File: config.mk
export PLATFORM = sky130hd
export DESIGN_NAME = rr_grant_ctrl_4
export DESIGN_NICKNAME = d
export VERILOG_FILES = /design/src/rtl/rr_grant_ctrl_4.sv
export SDC_FILE = /design/constraint.sdc
export NUM_CORES = 1
export LEC_CHECK = 0
export BUFFER_PORTS_ARGS = -buffer_cell sky130_fd_sc_hd__buf_4
export CAP_MARGIN = 25
export CORE_MARGIN = 2
export CORE_UTILIZATION = 56
export CTS_BUF_LIST = sky130_fd_sc_hd__clkbuf_16
export DETAILED_ROUTE_END_ITERATION = 8
export GPL_TIMING_DRIVEN = 0
export PLACE_DENSITY = 0.78
export SETUP_SLACK_MARGIN = 0.5
export SLEW_MARGIN = 5
export SYNTH_ARGS = -nofsm -noshare
export SYNTH_HDL_FRONTEND = slang
export SYNTH_SLANG_ARGS = --single-unit
File: constraint.sdc
create_clock -name clk -period 1.9 [get_ports clk]
set_input_delay 0.19 -clock clk [delete_from_list [all_inputs] [get_ports clk]]
set_output_delay 0.19 -clock clk [all_outputs]
set_load 0.03 [all_outputs]
File: src/rtl/rr_grant_ctrl_4.sv
// Four-requester round-robin arbiter with a registered one-hot grant, encoded owner index,
// hold-time limit, and a mandatory idle cycle between successive owners.
module rr_grant_ctrl_4 #(
    parameter int HOLD_MAX = 16
) (
    input  logic       clk,
    input  logic       rst,
    input  logic [3:0] req,
    input  logic       done,
    output logic [3:0] grant,
    output logic [1:0] grant_idx,
    output logic       grant_valid,
    output logic       timeout
);

    localparam logic [7:0] HOLD_LIM = 8'(HOLD_MAX);

    typedef enum logic {
        IDLE,
        GRANT
    } state_t;

    state_t     state;
    logic [1:0] ptr;
    logic [1:0] owner;
    logic [7:0] hold_cnt;

    logic [1:0] pick_idx;
    logic       pick_valid;
    logic       release_now;

    // Scan from the farthest offset back toward ptr so the closest requester wins.
    always_comb begin
        pick_idx   = ptr;
        pick_valid = 1'b0;
        for (int i = 3; i >= 0; i--) begin
            if (req[ptr + 2'(i)]) begin
                pick_idx   = ptr + 2'(i);
                pick_valid = 1'b1;
            end
        end
    end

    assign release_now = done || !req[owner] || (hold_cnt == HOLD_LIM);

    always_ff @(posedge clk or posedge rst) begin
        if (rst) begin
            state       <= IDLE;
            ptr         <= 2'd0;
            owner       <= 2'd0;
            hold_cnt    <= 8'd0;
            grant       <= 4'b0000;
            grant_idx   <= 2'd0;
            grant_valid <= 1'b0;
            timeout     <= 1'b0;
        end else begin
            timeout <= 1'b0;
            case (state)
                IDLE: begin
                    if (pick_valid) begin
                        owner       <= pick_idx;
                        grant       <= 4'b0001 << pick_idx;
                        grant_idx   <= pick_idx;
                        grant_valid <= 1'b1;
                        hold_cnt    <= 8'd1;
                        state       <= GRANT;
                    end
                end
                GRANT: begin
                    if (release_now) begin
                        grant       <= 4'b0000;
                        grant_idx   <= 2'd0;
                        grant_valid <= 1'b0;
                        hold_cnt    <= 8'd0;
                        ptr         <= owner + 2'd1;
                        state       <= IDLE;
                        // A limit release that coincides with done or a request drop is a normal release.
                        timeout     <= !done && req[owner];
                    end else begin
                        hold_cnt <= hold_cnt + 8'd1;
                    end
                end
                default: state <= IDLE;
            endcase
        end
    end

endmodule

=== Yosys cells after proc, flatten, opt, wreduce, memory -nomap -nowiden ===
Index checks and enable logic that the tools add are counted.

* Output and inout port bits: 8
* Flip-flop bits (word level): 21
* Bits of input ports: 7

* Shifts and indexed selects: 1
* Equality and inequality tests: 3
* Bitwise gates (word level): 1
* Add/subtract/negate cells: 5
* Mux-type cells: 35
* $lt $le $gt $ge: 5
* Reductions and logical operators: 8

{| class="wikitable"
|+ Operator list
! cell !! count
|-
| $mux 8 || 2
|-
| $pmux 8 s2 || 1
|-
| $lt 2x3->1 const B || 5
|-
| $mux 1 || 15
|-
| $mux 2 || 6
|-
| $bmux 1 s2 || 5
|-
| $add 8x1->8 const B || 1
|-
| $eq 8x5->1 const B || 1
|-
| $mux 4 || 2
|-
| $pmux 4 s2 || 1
|-
| $reduce_and 2->1 || 3
|-
| $add 2x1->2 const B || 2
|-
| $add 2x2->2 const B || 2
|-
| $pmux 1 s2 || 2
|-
| $pmux 2 s2 || 1
|-
| $shl 1x2->4 const A || 1
|-
| $logic_not 1->1 || 2
|-
| $logic_or 1x1->1 || 2
|-
| $ne 2x1->1 const B || 1
|-
| $ne 2x2->1 const B || 1
|-
| $logic_and 1x1->1 || 1
|-
| $not 1->1 || 1
|}

=== Longest topological paths before layout ===
Gate-level depths: netlist (run 1).

* Depth in word-level cells: 10
* Mapped depth: 7

=== Least setup slack after synthesis (run 1) ===
Ideal clock, no wire load.

* Path type: register to register
* Start: reg hold_cnt[2]
* End: reg hold_cnt[4]
* Period minus slack after synthesis: 1.610 ns
* Stages on the path, launching flop included: 6
* Data arrival time: 1.486 ns
* Library setup time: 0.124 ns
* Buffers on the path: 1
* Setup slack: 0.290 ns
* Path through: dfrtp_1 -> or3_4 -> o41ai_4 -> buf_6 -> nor3_2 -> a211o_1

* Word-level cells in the longest chain between the ends: 4

{| class="wikitable"
|+ RTL lines
! element !! line !! text
|-
| from (decl) || 26 || <nowiki>logic [7:0] hold_cnt;</nowiki>
|-
| from (signal assigned) || 80 || <nowiki>hold_cnt <= hold_cnt + 8'd1;</nowiki>
|-
| branches (longest 2 deep; another with $add 8x1->8) || n/a ||
|-
| $mux 8 * || 70 || <nowiki>if (release_now) begin</nowiki>
|-
| $pmux 8 s2 * || 58 || <nowiki>case (state)</nowiki>
|}

Every way passes the cells marked *.
A chain may end at the register's enable or synchronous reset.

=== Worst setup path in the final report (run 1) ===
* Start: reg hold_cnt[1]
* End: reg ptr[1]

* Word-level cells in the longest chain between the ends: 3

{| class="wikitable"
|+ RTL lines
! element !! line !! text
|-
| $eq 8x5->1 || 44 || <nowiki>assign release_now = done || !req[owner] || (hold_cnt == HOLD_LIM);</nowiki>
|-
| $logic_or 1x1->1 || 44 ||
|-
| $reduce_and 2->1 (no line) || n/a ||
|-
| to (signal assigned) || 75 || <nowiki>ptr <= owner + 2'd1;</nowiki>
|-
| to (decl) || 24 || <nowiki>logic [1:0] ptr;</nowiki>
|}

Every way passes these cells.

==> key figures, run 1 <==
Run status
  • Status: finished, final reports clean

Synthesis
  • Syn Nets: 117
  • Avg Cell Area, Syn: 10.9 um2
  • Mapped Cells: about 110
  • Seq/Total Area, Yosys: 0.447
  • Yosys reg bits: 21
  • Synth Flop Type: dfrtp_1
  • EDFF count, synth: 0
  • YS warnings: 0
  • Post-synth ARST share: 1.00
  • Netlist cell types: 44
  • Mapped Area: 0.00117 mm2

Timing
  • Final Skew: 0.00190 ns
  • Fin. Hold Viols: 0
  • Top achievable clock speed: 572 MHz
  • Slew Limit Headroom: 0.464
  • Setup TNS: 0 ns
  • Endpoints failing setup: 0
  • Tcrit/Tclk final: 0.919
  • Worst Tran Pin Value: 0.804 ns
  • Slew Limit Fails: 0
  • Unrepaired setup endpoints after global routing: true
  • Post-layout min period: approximately 1.7 ns

Route
  • Routed WL: 2.89 mm
  • Routed len/inst: 17.4 um
  • DRT Pass-1 Iters: 4
  • Remaining antenna violation count: 0
  • DRT iter0 DRCs: 53
  • Residual DRC: 0
  • Number of vias in the routed layout: 1023
  • DR vias/cell: 6.16

Place
  • Port Buf Inserts: 14
  • Final weighted congestion in routability-driven placement: 0.824
  • Post-place instance area: 0.00132 mm2
  • Post-DP HPWL: 1.81 mm
  • Placed cells: 149

Critical path
  • Crit path DAT: 1.88 ns
  • CP Capture Type: flop
  • Critical Path Start Type: flop
  • Crit Path Category: reg -> reg
  • Critical Path Fanout Max: 4
  • WP data required: 2.04 ns

Final layout
  • N_diodes: 0
  • Fraction of layout cells with a size suffix above 1: 0.381
  • Layout area overhead: 29.9%
  • Final cell count without fillers: 166
  • # nets final: 149
  • Final Cell Area: 0.00153 mm2
  • Multi-input gate area: 642 um2
  • Register area: 527 um2
  • Fill count: 135

Clocking
  • Htree depth: 1
  • Clock sink count: 21
  • Later-pin clock latency in the skew report: 0.25 ns
  • TritonCTS buffer count: 3
  • Root Buffer: clkbuf_16
  • CTS tree: yes
  • Clk buf depth: 2
  • Clk slew on worst S/H paths: 0.06 ns

GRT
  • Antenna violations before repair: 0
  • Tot GR Track Use: 0.243
  • Vias in the first global route: 986
  • Largest net degree at the start of global routing: 22
  • First-pass GRT wire length: 4.51 mm
  • Overflow after GRT: 0

Pwr
  • Worst VDD drop: ~1.2 mV
  • Switching share of total power: 0.387
  • Gate power share: 0.475
  • Internal power: between 1 and 1.5 mW
  • Pwr Density: 1460 mW/mm2
  • Pleak: 0.733 nW
  • Clock power share: 0.200
  • Switching power: about 0.86 mW
  • Sequential power share: 0.325

Run
  • Maxcap violations: 0

Hold path
  • HP Class: in -> async

Die
  • # rows: 16
  • Die Y: 49.8 um
  • Die area: 0.00248 mm2
  • Core Area: 0.00196 mm2
  • I/O pin count: 15
  • Initial Utilization: 0.599
  • Die width: 49.8 um
[final timing paths]
check | from | to | slack, ns | cells after the start
min reg2reg | grant[0]$_DFFE_PP0P_ | grant[0]$_DFFE_PP0P_ | 0.49 | 1
max in group asynchronous | rst | owner[0]$_DFFE_PP0P_ | 1.25 | 2
max | hold_cnt[1]$_DFFE_PP0P_ | ptr[1]$_DFFE_PP0P_ | 0.15 | 7
min | rst | hold_cnt[0]$_DFFE_PP0P_ | 0.09 | 2
max reg2reg | hold_cnt[1]$_DFFE_PP0P_ | ptr[1]$_DFFE_PP0P_ | 0.15 | 7
min in group clk | req[0] | owner[0]$_DFFE_PP0P_ | 0.41 | 4
[critical path, cell delays in order (launching register included)]
cell and delay (ns):
dfrtp_1 0.40, inv_1 0.07, ha_2 0.18, nand2_2 0.08, buf_4 0.16, nor4_4 0.30
o21ai_2 0.15, mux2_2 0.30
[cell usage after synthesis, types with 3 or more instances]
library cell | instances | area, um2
nand2_1 | 8 | 30.0
mux2_2 | 3 | 33.8
dfrtp_1 | 21 | 526
inv_1 | 5 | 18.8
o31ai_1 | 4 | 30.0
nor4_1 | 3 | 18.8
nor2_1 | 6 | 22.5
nor2b_1 | 5 | 31.3
a21o_1 | 3 | 22.5
o21ai_0 | 3 | 15.0
a22o_1 | 5 | 43.8
nand3_1 | 3 | 15.0
[cell usage in the layout, fill, tap and decap left out, types with 2 or more instances in the layout]
cell type	n
buf_4	27
dfrtp_1	20
nand2_1	7
nor2_1	6
nor2b_1	5
a22o_1	5
inv_1	4
nor4_1	3
nand3_1	3
o21ai_0	3
a21o_1	3
o31ai_1	3
clkbuf_16	3
mux2_4	2
buf_6	2
nor3_1	2
o21ai_2	2
o21a_1	2
a21oi_1	2
o2bb2ai_1	2
[cells by family after synthesis]
group                      count (synthesis)  synth area share
buffers and inverters                      7            0.0351
muxes                                      4            0.0373
xor gates and xnor gates                   2            0.0149
and+or+nand+nor                           39             0.197
adders and majority gates                  2            0.0213
AOI/OAI and AO/OA                         33             0.247
DFF                                       21             0.447
[per-stage QoR]
stage,worst slack (ns),hold slack (ns),power (mW),utilization
after floorplan,0.291,0.167,1.36,-
after global placement,0.215,0.375,1.57,0.673
after detailed placement,0.120,0.383,1.61,0.673
after CTS,0.133,0.126,2.16,0.760
after global routing,0.0959,0.195,2.33,0.778
final,0.153,0.0932,2.23,0.778
[registers in the layout (all words and copies together), names as in the netlist]
name	count
timeout	1
ptr	2
hold_cnt	8
grant_valid	1
grant	4
grant_idx	2
state	1
owner	2
[power by group through the flow]
stage	Sequential, mW	Combinational [mW]	Clock (mW)
CTS	0.719	0.991	0.452
global placement	0.727	0.846	0
global route	0.739	1.13	0.465
detailed placement	0.739	0.870	0
finish	0.723	1.06	0.446
floorplan	0.826	0.534	0
[routing by layer]
layer	GRT usage	share of wire	vias to the layer above
met4	0.0926	0.014	0
li1	-	-	468
met5	0	0	-
met2	0.407	0.51	44
met1	0.311	0.43	504
met3	0.0455	0.049	7
[final cells by class]
cell class              instances  share of cell area
multi-input cells              80               0.420
flip-flops and latches         21               0.345
repair buffers                 27               0.133
clock buffers                   3              0.0492
well taps                      27              0.0221
plain buffers                   2              0.0148
inverters                       5              0.0123
clock inverters                 1             0.00328
[timing repair]
item                                    CTS  global route
gates cloned                              1             0
buffers inserted                          8             4
endpoints found under the setup margin   20            20
resized for setup                         4             4
hold buffers                              0             0
pin swaps                                 7             3
No activity file was read; power rests on OpenSTA's default activity.
==> run 2, diff against run 1 <==
clock period = 1.8 ns   (was 1.9 ns; I/O delays follow)
==> key figures, run 2 (same netlist as run 1, synthesis figures left out) <==
Run status
  • Status: complete, but fails checks
  • Violated checks: setup timing

Critical path
  • CP Capture Type: flop
  • CP Launch Point: hold_cnt[7]$_DFFE_PP0P_
  • Worst path cell trace: or3_4 > o41ai_4 > buf_4 > o21ai_4 > a22o_1
  • Critical Path Stages: 5 (-2)
  • Worst path bufs/invs: 1 (-1)
  • WP data required: 1.93 ns (-0.11 ns)
  • Setup slack, reg-to-reg: -0.01 ns (-0.17 ns)
  • FF-to-FF End: grant_idx[0]$_DFFE_PP0P_
  • Slowest stage delay, CP: 0.43 ns (+0.03 ns)
  • Critical Path Fanout Max: 6 (+2)
  • Critical path's slowest cell: or3_4
  • FF-to-FF Start: hold_cnt[7]$_DFFE_PP0P_
  • Crit Path Category: reg -> reg
  • CP Capture Point: grant_idx[0]$_DFFE_PP0P_
  • Critical Path Start Type: flop
  • Delay-heaviest family, CP: compound AO/OA/AOI/OAI gates
  • R2R cell count: 5 (-2)
  • Crit path DAT: 1.95 ns (+0.07 ns)

Route
  • Residual DRC: 0 (unchanged)
  • Number of vias in the routed layout: 1018 (-0.49%)
  • DRT iter0 DRCs: 27 (-49%)
  • Remaining antenna violation count: 0 (unchanged)
  • DRT Pass-1 Iters: 4 (unchanged)
  • Routed WL: 2.97 mm (+2.9%)
  • Routed len/inst: 17.9 um (+2.9%)
  • DR vias/cell: 6.13 (-0.49%)

Timing
  • Top achievable clock speed: 551 MHz (-3.7%)
  • Fin worst setup slack: -0.0140 ns (-0.167 ns)
  • Worst Tran Pin Value: 0.784 ns (-0.0196 ns)
  • Slew Limit Headroom: 0.477 (+0.0131)
  • Tcrit/Tclk final: 1.01 (+0.0884)
  • Post-layout min period: 1.81 ns (+0.0671 ns)
  • Endpoints failing setup: 3 (+3)
  • Final Skew: 0.00848 ns (+0.00657 ns)
  • Unrepaired setup endpoints after global routing: true
  • Slew Limit Fails: 0 (unchanged)
  • Fin. Hold Viols: 0 (unchanged)

Die
  • Die width: 49.8 um (unchanged)
  • Initial Utilization: 0.599 (unchanged)
  • Die area: 0.00248 mm2 (unchanged)
  • Die Y: 49.8 um (unchanged)
  • # rows: 16 (unchanged)
  • I/O pin count: 15 (unchanged)
  • Core Area: 0.00196 mm2 (unchanged)

Pwr
  • Gate power share: 0.504 (+0.029)
  • Switching share of total power: 0.391 (+0.00476)
  • Sequential power share: 0.310 (-0.015)
  • Power, Total: 2.46 mW (+10%)
  • Worst VDD drop: 1.33 mV (+13%)
  • Pwr Density: 1560 mW/mm2 (+7.2%)
  • Internal power: 1.50 mW (+9.5%)
  • Clock power share: 0.186 (-0.014)
  • Pleak: 0.746 nW (+1.7%)
  • Switching power: 0.962 mW (+12%)

Place
  • Final weighted congestion in routability-driven placement: 0.783 (-4.9%)
  • Post-DP HPWL: 1.78 mm (-1.8%)
  • Post-place instance area: 0.00133 mm2 (+0.57%)
  • Port Buf Inserts: 14 (unchanged)

Clocking
  • CTS tree: yes
  • Clk buf depth: 2 (unchanged)
  • Clk slew on worst S/H paths: 0.06 ns (about the same)
  • Clock sink count: 21 (unchanged)
  • Root Buffer: clkbuf_16
  • Later-pin clock latency in the skew report: 0.25 ns (about the same)
  • TritonCTS buffer count: 3 (unchanged)
  • Htree depth: 1 (unchanged)

Final layout
  • Layout area overhead: 33.8%
  • Register with the highest flop count: hold_cnt
  • # nets final: 149 (unchanged)
  • Largest register FFs: 8 (unchanged)
  • Commonest non-fill, non-tap cell in the layout: buf_4
  • N_diodes: 0 (unchanged)
  • Fraction of layout cells with a size suffix above 1: 0.396 (+0.0144)
  • Final Cell Area: 0.00157 mm2 (+3.0%)
  • Most frequent cells in the layout: buf_4 (25), dfrtp_1 (20), nand2_1 (7)
  • Top flop regs: hold_cnt (8), grant (4)

GRT
  • First-pass GRT wire length: 4.63 mm (+2.8%)
  • Antenna violations before repair: 0 (unchanged)
  • Overflow after GRT: 0 (unchanged)
  • Largest net degree at the start of global routing: 22 (unchanged)
  • Tot GR Track Use: 0.251 (+0.00814)
  • Vias in the first global route: 981 (-0.51%)

Hold path
  • HP Class: in -> async

Run
  • Maxcap violations: 0 (unchanged)
[run 2: cell types whose count changed in the layout (fill, tap and decap cells not counted), moves of 2 or more]
cell | previous run | this run
buf_4 | 27 | 25
buf_6 | 2 | 4
inv_1 | 4 | 6
o21ai_2 | 2 | 0
o21ai_4 | 0 | 2
o31ai_1 | 3 | 1
o31ai_2 | 1 | 3
[run 2: per-stage QoR]
stage	hold slack (ns)	utilization	setup TNS [ns]	worst slack, ns	std cells
after floorplan	0.157	-	0	0.191	108
after global placement	0.363	0.677	0	0.112	149
after detailed placement	0.363	0.677	0	0.0867	149
after CTS	0.0962	0.777	0	0.102	164
after global routing	0.148	0.801	-0.242	-0.0553	166
final	0.0733	0.801	-0.0221	-0.0140	166
[run 2: metal layers]
layer / vias to the layer above / wire length (um) / track usage
met5: - / 0 / 0
met4: 0 / 21 / 0.0602
met3: 2 / 187 / 0.0394
met2: 45 / 1490 / 0.438
met1: 502 / 1280 / 0.327
li1: 469 / - / -
[run 2: timing repair]
action                     4_1_cts  5_1_grt
setup buffers                   10        2
hold buffers                     0        0
pin swaps                        2        6
gates cloned                     1        0
resized for setup                8        8
setup endpoints to repair       20       21
[run 2: power groups by stage]
stage	clock network (mW)	registers [mW]	logic [mW]
after floorplan	0	0.872	0.577
after global placement	0	0.767	0.905
after detailed placement	0	0.780	0.931
after CTS	0.454	0.754	1.13
after global routing	0.484	0.776	1.31
final	0.457	0.763	1.24
[run 2: cell type report]
| type | count | area (um2) |
|---|---|---|
| Buffer | 2 | 22.5 |
| Clock buffer | 3 | 75.1 |
| Tap cell | 27 | 33.8 |
| Clock inverter | 1 | 3.75 |
| Timing Repair Buffer | 27 | 210 |
| Multi-Input combinational cell | 80 | 681 |
| Fill cell | 126 | 390 |
| Sequential cell | 21 | 527 |
| Inverter | 5 | 18.8 |
[run 2: how the worst min path moves through the flow]
stage,start,end,slack [ns],cells past startpoint
6_report,rst,hold_cnt[4]$_DFFE_PP0P_,0.07,2
5_1_grt,rst,hold_cnt[2]$_DFFE_PP0P_,0.15,2
4_1_cts,rst,hold_cnt[2]$_DFFE_PP0P_,0.1,2
3_5_place_dp,rst,hold_cnt[2]$_DFFE_PP0P_,0.36,2
3_3_place_gp,rst,hold_cnt[0]$_DFFE_PP0P_,0.36,2
2_1_floorplan,rst,grant[0]$_DFFE_PP0P_,0.16,1
